===== src/rtl/gigatron_ps2_input_pkg.sv =====
// Shared constants and types for the Gigatron PS/2 input block: scan codes,
// gamepad bit positions and the frame receiver state encoding.
package gigatron_ps2_input_pkg;

    localparam logic [7:0] SC_EXT    = 8'hE0;
    localparam logic [7:0] SC_BRK    = 8'hF0;
    localparam logic [7:0] SC_LSHIFT = 8'h12;
    localparam logic [7:0] SC_RSHIFT = 8'h59;

    localparam logic [2:0] PAD_RIGHT  = 3'd0;
    localparam logic [2:0] PAD_LEFT   = 3'd1;
    localparam logic [2:0] PAD_DOWN   = 3'd2;
    localparam logic [2:0] PAD_UP     = 3'd3;
    localparam logic [2:0] PAD_START  = 3'd4;
    localparam logic [2:0] PAD_SELECT = 3'd5;
    localparam logic [2:0] PAD_B      = 3'd6;
    localparam logic [2:0] PAD_A      = 3'd7;

    localparam logic [7:0] INREG_IDLE = 8'hFF;

    typedef enum logic [1:0] {
        StIdle,
        StData,
        StParity,
        StStop
    } frame_state_e;

endpackage


===== src/rtl/gigatron_ps2_keymap.sv =====
// Combinational scan-code set 2 lookup: maps a key code (with E0 prefix and
// shift state) to an ASCII byte and/or a gamepad bit position.
module gigatron_ps2_keymap
    import gigatron_ps2_input_pkg::*;
(
    input  logic       ext_i,
    input  logic [7:0] code_i,
    input  logic       shift_i,
    output logic       is_ascii_o,
    output logic [7:0] ascii_o,
    output logic       is_pad_o,
    output logic [2:0] pad_bit_o
);

    always_comb begin
        is_ascii_o = 1'b0;
        ascii_o    = 8'h00;
        is_pad_o   = 1'b0;
        pad_bit_o  = 3'd0;
        if (ext_i) begin
            case (code_i)
                8'h74:   begin is_pad_o = 1'b1; pad_bit_o = PAD_RIGHT; end
                8'h6B:   begin is_pad_o = 1'b1; pad_bit_o = PAD_LEFT;  end
                8'h72:   begin is_pad_o = 1'b1; pad_bit_o = PAD_DOWN;  end
                8'h75:   begin is_pad_o = 1'b1; pad_bit_o = PAD_UP;    end
                default: ;
            endcase
        end else begin
            is_ascii_o = 1'b1;
            case (code_i)
                8'h1C: ascii_o = 8'h61;  8'h32: ascii_o = 8'h62;
                8'h21: ascii_o = 8'h63;  8'h23: ascii_o = 8'h64;
                8'h24: ascii_o = 8'h65;  8'h2B: ascii_o = 8'h66;
                8'h34: ascii_o = 8'h67;  8'h33: ascii_o = 8'h68;
                8'h43: ascii_o = 8'h69;  8'h3B: ascii_o = 8'h6A;
                8'h42: ascii_o = 8'h6B;  8'h4B: ascii_o = 8'h6C;
                8'h3A: ascii_o = 8'h6D;  8'h31: ascii_o = 8'h6E;
                8'h44: ascii_o = 8'h6F;  8'h4D: ascii_o = 8'h70;
                8'h15: ascii_o = 8'h71;  8'h2D: ascii_o = 8'h72;
                8'h1B: ascii_o = 8'h73;  8'h2C: ascii_o = 8'h74;
                8'h3C: ascii_o = 8'h75;  8'h2A: ascii_o = 8'h76;
                8'h1D: ascii_o = 8'h77;  8'h22: ascii_o = 8'h78;
                8'h35: ascii_o = 8'h79;  8'h1A: ascii_o = 8'h7A;
                8'h45: ascii_o = 8'h30;  8'h16: ascii_o = 8'h31;
                8'h1E: ascii_o = 8'h32;  8'h26: ascii_o = 8'h33;
                8'h25: ascii_o = 8'h34;  8'h2E: ascii_o = 8'h35;
                8'h36: ascii_o = 8'h36;  8'h3D: ascii_o = 8'h37;
                8'h3E: ascii_o = 8'h38;  8'h46: ascii_o = 8'h39;
                8'h29: ascii_o = 8'h20;  8'h76: ascii_o = 8'h1B;
                8'h66: ascii_o = 8'h7F;  8'h5A: ascii_o = 8'h0A;
                default: is_ascii_o = 1'b0;
            endcase
            // Only letters change with shift; digits and controls are unshifted.
            if (shift_i && ascii_o >= 8'h61 && ascii_o <= 8'h7A) begin
                ascii_o = ascii_o - 8'h20;
            end
            case (code_i)
                8'h5A:   begin is_pad_o = 1'b1; pad_bit_o = PAD_START;  end
                8'h0D:   begin is_pad_o = 1'b1; pad_bit_o = PAD_SELECT; end
                8'h1A:   begin is_pad_o = 1'b1; pad_bit_o = PAD_B;      end
                8'h22:   begin is_pad_o = 1'b1; pad_bit_o = PAD_A;      end
                default: ;
            endcase
        end
    end

endmodule


===== src/rtl/gigatron_ps2_input.sv =====
// PS/2 keyboard front end for the Gigatron input port: frame receiver, scan-code
// decoder, gamepad emulation and vsync-timed ASCII hold.
module gigatron_ps2_input
    import gigatron_ps2_input_pkg::*;
#(
    parameter int unsigned TIMEOUT_CYCLES = 50000,
    parameter int unsigned HOLD_FRAMES    = 2
) (
    input  logic       clock_i,
    input  logic       reset_i,
    input  logic       ps2_clk_i,
    input  logic       ps2_dat_i,
    input  logic       vsync_i,
    output logic [7:0] inreg_o,
    output logic       key_valid_o,
    output logic       err_o
);

    localparam int unsigned TimerW = $clog2(TIMEOUT_CYCLES + 1);
    localparam int unsigned HoldW  = $clog2(HOLD_FRAMES + 1);

    logic [1:0]        clk_sync_q, dat_sync_q;
    logic              clk_prev_q;
    frame_state_e      state_q, state_d;
    logic [2:0]        bit_cnt_q, bit_cnt_d;
    logic [7:0]        data_q, data_d;
    logic              par_ok_q, par_ok_d;
    logic [TimerW-1:0] timer_q, timer_d;
    logic              ext_q, ext_d, brk_q, brk_d, shift_q, shift_d;
    logic [7:0]        pad_q, pad_d, ascii_q, ascii_d, inreg_q, inreg_d;
    logic [HoldW-1:0]  hold_q, hold_d;
    logic              vsync_q, key_valid_q, key_valid_d, err_q;

    logic       ps2_fall, ps2_bit, vs_fall, byte_ok, frame_err;
    logic       km_is_ascii, km_is_pad;
    logic [7:0] km_ascii;
    logic [2:0] km_pad_bit;

    assign ps2_bit  = dat_sync_q[1];
    assign ps2_fall = clk_prev_q & ~clk_sync_q[1];
    assign vs_fall  = vsync_q & ~vsync_i;

    gigatron_ps2_keymap u_keymap (
        .ext_i      (ext_q),
        .code_i     (data_q),
        .shift_i    (shift_q),
        .is_ascii_o (km_is_ascii),
        .ascii_o    (km_ascii),
        .is_pad_o   (km_is_pad),
        .pad_bit_o  (km_pad_bit)
    );

    // Frame receiver and inactivity timeout.
    always_comb begin
        state_d   = state_q;
        bit_cnt_d = bit_cnt_q;
        data_d    = data_q;
        par_ok_d  = par_ok_q;
        timer_d   = timer_q;
        byte_ok   = 1'b0;
        frame_err = 1'b0;
        if (state_q != StIdle) begin
            timer_d = ps2_fall ? '0 : timer_q + TimerW'(1);
        end
        if (ps2_fall) begin
            case (state_q)
                StIdle: begin
                    if (!ps2_bit) begin
                        state_d   = StData;
                        bit_cnt_d = 3'd0;
                        timer_d   = '0;
                    end else begin
                        frame_err = 1'b1;
                    end
                end
                StData: begin
                    data_d    = {ps2_bit, data_q[7:1]};
                    bit_cnt_d = bit_cnt_q + 3'd1;
                    if (bit_cnt_q == 3'd7) state_d = StParity;
                end
                StParity: begin
                    par_ok_d = ^{data_q, ps2_bit};
                    state_d  = StStop;
                end
                StStop: begin
                    if (ps2_bit && par_ok_q) byte_ok = 1'b1;
                    else                     frame_err = 1'b1;
                    state_d = StIdle;
                end
                default: state_d = StIdle;
            endcase
        end else if (state_q != StIdle && timer_q == TimerW'(TIMEOUT_CYCLES - 1)) begin
            state_d   = StIdle;
            frame_err = 1'b1;
        end
    end

    // Scan-code decoder, pad state and ASCII hold.
    always_comb begin
        ext_d       = ext_q;
        brk_d       = brk_q;
        shift_d     = shift_q;
        pad_d       = pad_q;
        ascii_d     = ascii_q;
        key_valid_d = 1'b0;
        hold_d      = (vs_fall && hold_q != '0) ? hold_q - HoldW'(1) : hold_q;
        if (byte_ok) begin
            if (data_q == SC_EXT) begin
                ext_d = 1'b1;
            end else if (data_q == SC_BRK) begin
                brk_d = 1'b1;
            end else begin
                ext_d = 1'b0;
                brk_d = 1'b0;
                if (!ext_q && (data_q == SC_LSHIFT || data_q == SC_RSHIFT)) begin
                    shift_d = ~brk_q;
                end
                if (km_is_pad) begin
                    pad_d[km_pad_bit] = brk_q;
                    if (!brk_q) key_valid_d = 1'b1;
                end
                if (km_is_ascii && !brk_q) begin
                    ascii_d     = km_ascii;
                    hold_d      = HoldW'(HOLD_FRAMES);
                    key_valid_d = 1'b1;
                end
            end
        end
        inreg_d = (hold_d != '0) ? ascii_d : pad_d;
    end

    always_ff @(posedge clock_i) begin
        if (reset_i) begin
            clk_sync_q  <= 2'b11;
            dat_sync_q  <= 2'b11;
            clk_prev_q  <= 1'b1;
            state_q     <= StIdle;
            bit_cnt_q   <= 3'd0;
            data_q      <= 8'h00;
            par_ok_q    <= 1'b0;
            timer_q     <= '0;
            ext_q       <= 1'b0;
            brk_q       <= 1'b0;
            shift_q     <= 1'b0;
            pad_q       <= INREG_IDLE;
            ascii_q     <= 8'h00;
            hold_q      <= '0;
            vsync_q     <= 1'b1;
            inreg_q     <= INREG_IDLE;
            key_valid_q <= 1'b0;
            err_q       <= 1'b0;
        end else begin
            clk_sync_q  <= {clk_sync_q[0], ps2_clk_i};
            dat_sync_q  <= {dat_sync_q[0], ps2_dat_i};
            clk_prev_q  <= clk_sync_q[1];
            state_q     <= state_d;
            bit_cnt_q   <= bit_cnt_d;
            data_q      <= data_d;
            par_ok_q    <= par_ok_d;
            timer_q     <= timer_d;
            ext_q       <= ext_d;
            brk_q       <= brk_d;
            shift_q     <= shift_d;
            pad_q       <= pad_d;
            ascii_q     <= ascii_d;
            hold_q      <= hold_d;
            vsync_q     <= vsync_i;
            inreg_q     <= inreg_d;
            key_valid_q <= key_valid_d;
            err_q       <= frame_err;
        end
    end

    assign inreg_o     = inreg_q;
    assign key_valid_o = key_valid_q;
    assign err_o       = err_q;

endmodule

===== config.mk =====
export PLATFORM = sky130hd
export DESIGN_NAME = gigatron_ps2_input
export DESIGN_NICKNAME = d
export VERILOG_FILES = /design/src/rtl/gigatron_ps2_input_pkg.sv /design/src/rtl/gigatron_ps2_keymap.sv /design/src/rtl/gigatron_ps2_input.sv
export SDC_FILE = /design/constraint.sdc
export NUM_CORES = 1
export LEC_CHECK = 0
export BUFFER_PORTS_ARGS = -buffer_cell sky130_fd_sc_hd__buf_2
export CAP_MARGIN = 20
export CORE_ASPECT_RATIO = 1.5
export CORE_UTILIZATION = 50
export DETAILED_ROUTE_END_ITERATION = 10
export GPL_ROUTABILITY_DRIVEN = 1
export GPL_TIMING_DRIVEN = 0
export PLACE_DENSITY = 0.67
export SLEW_MARGIN = 25
export SYNTH_ARGS = -nofsm -noshare
export SYNTH_HDL_FRONTEND = slang
export SYNTH_SLANG_ARGS = --single-unit

===== constraint.sdc =====
create_clock -name clock_i -period 3.25 [get_ports clock_i]
set_input_delay 0.8125 -clock clock_i [delete_from_list [all_inputs] [get_ports clock_i]]
set_output_delay 0.8125 -clock clock_i [all_outputs]
set_load 0.1 [all_outputs]

; Word-level counts from Yosys, hierarchy flattened
; Index checks and enable logic that the tools add are counted.
[op_classes]
add_sub_neg = 4
mul = 0
div = 0
magnitude_cmp = 4
eq_ne = 58
shifts = 0
muxes = 55
bitwise = 8
reduce_logical = 29
[ops]
columns = operator, count
row1 = $pmux W7 S40, 1
row2 = $eq A8 B6 Y1 const B, 23
row3 = $eq A8 B7 Y1 const B, 15
row4 = $mux W8, 12
row5 = $mux W16, 5
row6 = $eq A8 B5 Y1 const B, 8
row7 = $reduce_or A40 Y1, 1
row8 = $mux W1, 19
row9 = $mux W2, 9
row10 = $add A16 B1 Y16 const B, 1
row11 = $eq A16 B16 Y1 const B, 1
row12 = $eq A8 B8 Y1 const B, 2
row13 = $pmux W3 S4, 1
row14 = $reduce_or A4 Y1, 3
row15 = $reduce_bool A2 Y1, 5
row16 = $reduce_xor A9 Y1, 1
row17 = $bwmux W8, 1
row18 = $eq A8 B4 Y1 const B, 1
row19 = $ge A8 B7 Y1 const B, 1
row20 = $le A8 B7 Y1 const B, 1
row21 = $logic_and A1 B1 Y1, 8
row22 = $pmux W2 S4, 1
row23 = $reduce_and A2 Y1, 4
row24 = $sub A8 B6 Y8 const B, 1
row25 = other kinds (21), 33
[totals]
ff_bits = 67
latchBits = 0
mem_bits_rw = 0
romBits = 0
in_bits = 5
output_inout_bits = 10
wordCells = 176
mem_count = 0

; Depth between registers and ports, before layout
[depth]
depth_word = 13
depth_mapped = 12
ltp_nobuf = 10

; Cells and area by module
; Synthesis repeated with hierarchy kept, for this count alone.
[hier_totals]
hier_cells = 520
hier_area_um2 = 4280.4
[by_module_without_submodules]
columns = mod, n_inst, cells_per_inst, area_each_um2, seq_area_each_um2
row1 = gigatron_ps2_input, 1, 329, 3049.2, 1341.3
row2 = gigatron_ps2_keymap, 1, 191, 1231.2, 0.0

; Worst setup path after synthesis
; OpenSTA, ideal clock, no wires.
[synth_timing]
path_type = register -> register
start = register data_q[4]
end = register ascii_q[6]
setup_time_ns = 0.058
arrival_ns = 2.319
required_ns = 3.192
path_slack_ns = 0.873
path_stages_with_launch = 11
path_buffers = 2
period_less_slack_ns = 2.377
cell_sequence = dfxtp_1 -> buf_2 -> or3b_1 -> o32a_1 -> a21bo_2 -> a21oi_1 -> and4_1 -> clkbuf_2 -> ha_1 -> a311oi_1 -> o21a_1
[synth_between]
elab_chain_cells = 12
elab_cells_between_ends = 59
cone_classes = 1 x add/sub / 2 x order compare / 42 x eq/ne / 10 x mux / 4 x reduce/logical
[synth_rtl]
columns = item, line
row1 = from (decl), gigatron_ps2_input.sv:26  ; logic [7:0] data_q, data_d;
row2 = from (signal assigned), gigatron_ps2_input.sv:158  ; data_q <= data_d;
row3 = "$eq A8 B7 Y1, or another cell as far along", gigatron_ps2_keymap.sv:30  ; case (code_i)
row4 = $pmux W7 S40, gigatron_ps2_keymap.sv:30
row5 = $mux W8, gigatron_ps2_keymap.sv:20  ; if (ext_i) begin
row6 = $ge A8 B7 Y1, gigatron_ps2_keymap.sv:54  ; if (shift_i && ascii_o >= 8'h61 && ascii_o <= 8'h7A) begin
row7 = $logic_and A1 B1 Y1 (2 in series), gigatron_ps2_keymap.sv:54
row8 = $mux W8, gigatron_ps2_keymap.sv:54
row9 = $mux W8, gigatron_ps2_keymap.sv:20
row10 = $mux W8, gigatron_ps2_input.sv:122  ; if (km_is_ascii && !brk_q) begin
row11 = $mux W8, gigatron_ps2_input.sv:110  ; end else if (data_q == SC_BRK) begin
row12 = $mux W8 *, gigatron_ps2_input.sv:108  ; if (data_q == SC_EXT) begin
row13 = $mux W8 *, gigatron_ps2_input.sv:107  ; if (byte_ok) begin
row14 = to (signal assigned), gigatron_ps2_input.sv:165  ; ascii_q <= ascii_d;
row15 = to (decl), gigatron_ps2_input.sv:30  ; logic [7:0] pad_q, pad_d, ascii_q, ascii_d, inreg_q, inreg_d;
; Mark *: on every way between the ends. The rest lies on a longest branch, timed or not. The select of a mux whose other input is x is not followed.
; A chain may end at the register's enable or synchronous reset.

; Worst setup path in the final report
[layout_timing]
start = register data_q[1]
end = register ascii_q[6]
; The elaborated chain is that of the path after synthesis.

==> metrics <==
Layout Cells excl Fill=~640; H-tree lvl count=3; post-synthesis mux area share=roughly 3.2%; Least-Margin Pin Slew=621 ps; Worst R2R Path Depth=10; hold depth=1; drt first-iter violations=260; Synth Instances=between 500 and 600; DRC=0; worst hold-check path type=reg2reg; Setup Skew=around 7 ps; clock network power share=a little over half; Detail Route Antenna Nets=0; Mapped Nets=517; worst setup path category=reg2reg; Skew-Pair Late Insertion Delay=340 ps; Max Fclk=342 MHz; Synth top cells by count=67 x dfxtp_1, 57 x nor2_1, 48 x nand2_1, 27 x a21oi_1, 17 x nand2b_1; wire length on met2=around 5500 µm; Flop pwr share=around 45%; Sw Share=a little under a quarter; initial antenna violation count=0; min cycle time layout=between 2000 and 3000 ps; highest metal used=met4; via count=between 3000 and 4000; vias in the first global route=3798; area leader, netlist=dfxtp_1; synthesis-to-layout area growth=12.3%; Max IR drop VDD=approximately 0.26 mV; PortBufs=14; WP data required=3530 ps; # nets final=542; status=completed; Gate power share=under 10%; Root Buffer=clkbuf_16; RSZ-0062 raised after global routing=false; Setup TNS Final=0 ps; Starting Density=roughly 52%; Crit Path Max Fanout=10; die height=between 100 and 150 µm; Pint=~1.4 mW; Overall Global Routing Usage=29.5%; Crit. End Element=flip-flop; # diodes=0; hold_ws=between 400 and 500 ps; CTS tree=built; Synth Area in Compound Gates=between 10% and 20%; asr flop ratio synth=0%; # placed instances=~620; headroom to the max-slew limit=58.5%; pre-CTS WS=~440 ps; YS warnings=0; post-synthesis sequential area ratio=between 30% and 40%; Netlist Area Pre-Place=slightly above 0.004 mm²; fin crit share=about nine tenths; sequential cell area=around 0.0013 mm²; Multi-input gate area=0.00249 mm²; most frequent cell after synthesis=dfxtp_1; post-CTS setup buffer count=0; NetSw=0.425 mW; CP Launch Type=flip-flop; Synth Area per Inst=roughly 8.1 µm²; final setup violation count=0; Worst Setup Slack, final=about 320 ps; Post-Synth Adder-Cell Area=2.77%; CTS Sinks=67; Synth cell types=73; CTS clk-pin slew, worst paths=approximately 60 ps; global route overflow=0; Seq cells post-synth=67; number of flops mapped to enable cells by yosys=0; fin util=58.8%; XOR/XNOR Fraction of Synth Area=around 4.5%; largest family of logic cells by synthesized area=simple AND/OR/NAND/NOR gates; CTS buffer count=9; Die Width=75.6 µm; largest net degree at the start of global routing=14; fraction of layout cells with a size suffix above 1=13.3%; gpl congestion=roughly 0.96; first-pass GRT wire length=about 19000 µm; Area contributors post-synth=dfxtp_1 33%, nor2_1 5.3%, nand2_1 4.4%; CTS Hold Buffers Added=0; deepest clock path buffer count=2; number of fill cells in the layout=just over 700; Static Leak=1.65 nW; Most used DFF post-synth=dfxtp_1; count of final hold-check violations=0; M1 wire length=just under 5000 µm; max cap viols=0; core area=slightly below 0.008 mm²; drt first pass iters=4; top-area cell type share of the netlist area=between 30 and 40%; CTS resizes=0; DRT Wirelength=~12000 µm; crit path DAT=3210 ps; Simple-Gate Fraction of Synth Area=~33%; I/O Pins=15; pwr/cell area=408 mW/mm²; vias per cell=a little over 6; Max Slew Vio Count=0; routed wl met3=between 600 and 700 µm; dpl hpwl=about 8500 µm; Avg WL per Cell=between 15 and 20 µm; Die ar.=about 0.0085 mm²; Core Rows=39
## layout make-up
cell class / instances / area share, %
Multi-Input combinational cell: 388 / 54.6
Clock inverter: 7 / 1.67
Tap cell: 102 / 2.80
Inverter: 10 / 0.823
Timing Repair Buffer: 14 / 1.54
Sequential cell: 67 / 29.4
Buffer: 38 / 4.23
Clock buffer: 9 / 4.94
## flip-flops by register name (all words and copies together) (netlist names), 2 cells and up
register    cells
clk_sync_q      2
hold_q          2
bit_cnt_q       3
state_q         2
dat_sync_q      2
data_q          8
pad_q           8
timer_q        16
ascii_q         8
inreg_o         8
## power by group through the flow
stage / sequential, mW / combinational (mW) / clock [mW]
floorplan: 0.850 / 0.0215 / 0
global placement: 0.846 / 0.0378 / 0
detailed placement: 0.846 / 0.0383 / 0
CTS: 0.828 / 0.0386 / 1.00
global route: 0.828 / 0.0419 / 1.04
finish: 0.828 / 0.0381 / 0.994
## routing by layer
layer / up-vias / track usage [%]
li1: 1859 / -
met1: 1808 / 36.5
met2: 151 / 47.4
met3: 42 / 5.83
met4: 0 / 15.4
met5: - / 0
## final timing paths
| path | from | endpoint | slack (ps) |
|---|---|---|---|
| setup / recovery | data_q[1] | ascii_q[6] | 320 |
| hold / removal | dat_sync_q[0] | dat_sync_q[1] | 410 |
| setup reg to reg | data_q[1] | ascii_q[6] | 320 |
| hold reg to reg | dat_sync_q[0] | dat_sync_q[1] | 410 |
## worst max-delay path: stages (launching register included)
cell,delay [ps]
dfxtp_1,320
buf_2,190
nand2b_1,350
o32a_1,230
a21bo_2,220
a21oi_1,360
and4_1,260
clkbuf_2,150
ha_1,230
a311oi_1,370
o21a_1,190
## placed cells by master (no fill, tap or decap), drive strengths merged, types with 6 or more instances in the layout
cell	count
a211oi	10
a21oi	27
and3	9
buf	36
clkbuf	25
dfxtp	67
ha	9
inv	12
mux2i	13
nand2	48
nand2b	18
nand3	11
nand3b	7
nand4	12
nor2	57
nor2b	7
nor3	10
nor3b	6
nor4b	6
o211ai	6
o21ai	17
o22ai	8
or2	9
or3	12
xnor2	11
xor2	10
## logic make-up after synthesis
kind of cell / after synthesis
simple gates: 240
compound gates: 105
flops: 67
buf+inv: 48
xor+xnor: 21
mux: 13
fa+ha+maj: 9
## per-stage QoR
stage	area, µm²	power [mW]
2_1_floorplan	4060	0.871
3_3_place_gp	4260	0.884
3_5_place_dp	4260	0.884
4_1_cts	4560	1.87
5_1_grt	4560	1.91
6_report	4560	1.86
Note: power is estimated with default switching activity, not from simulation.
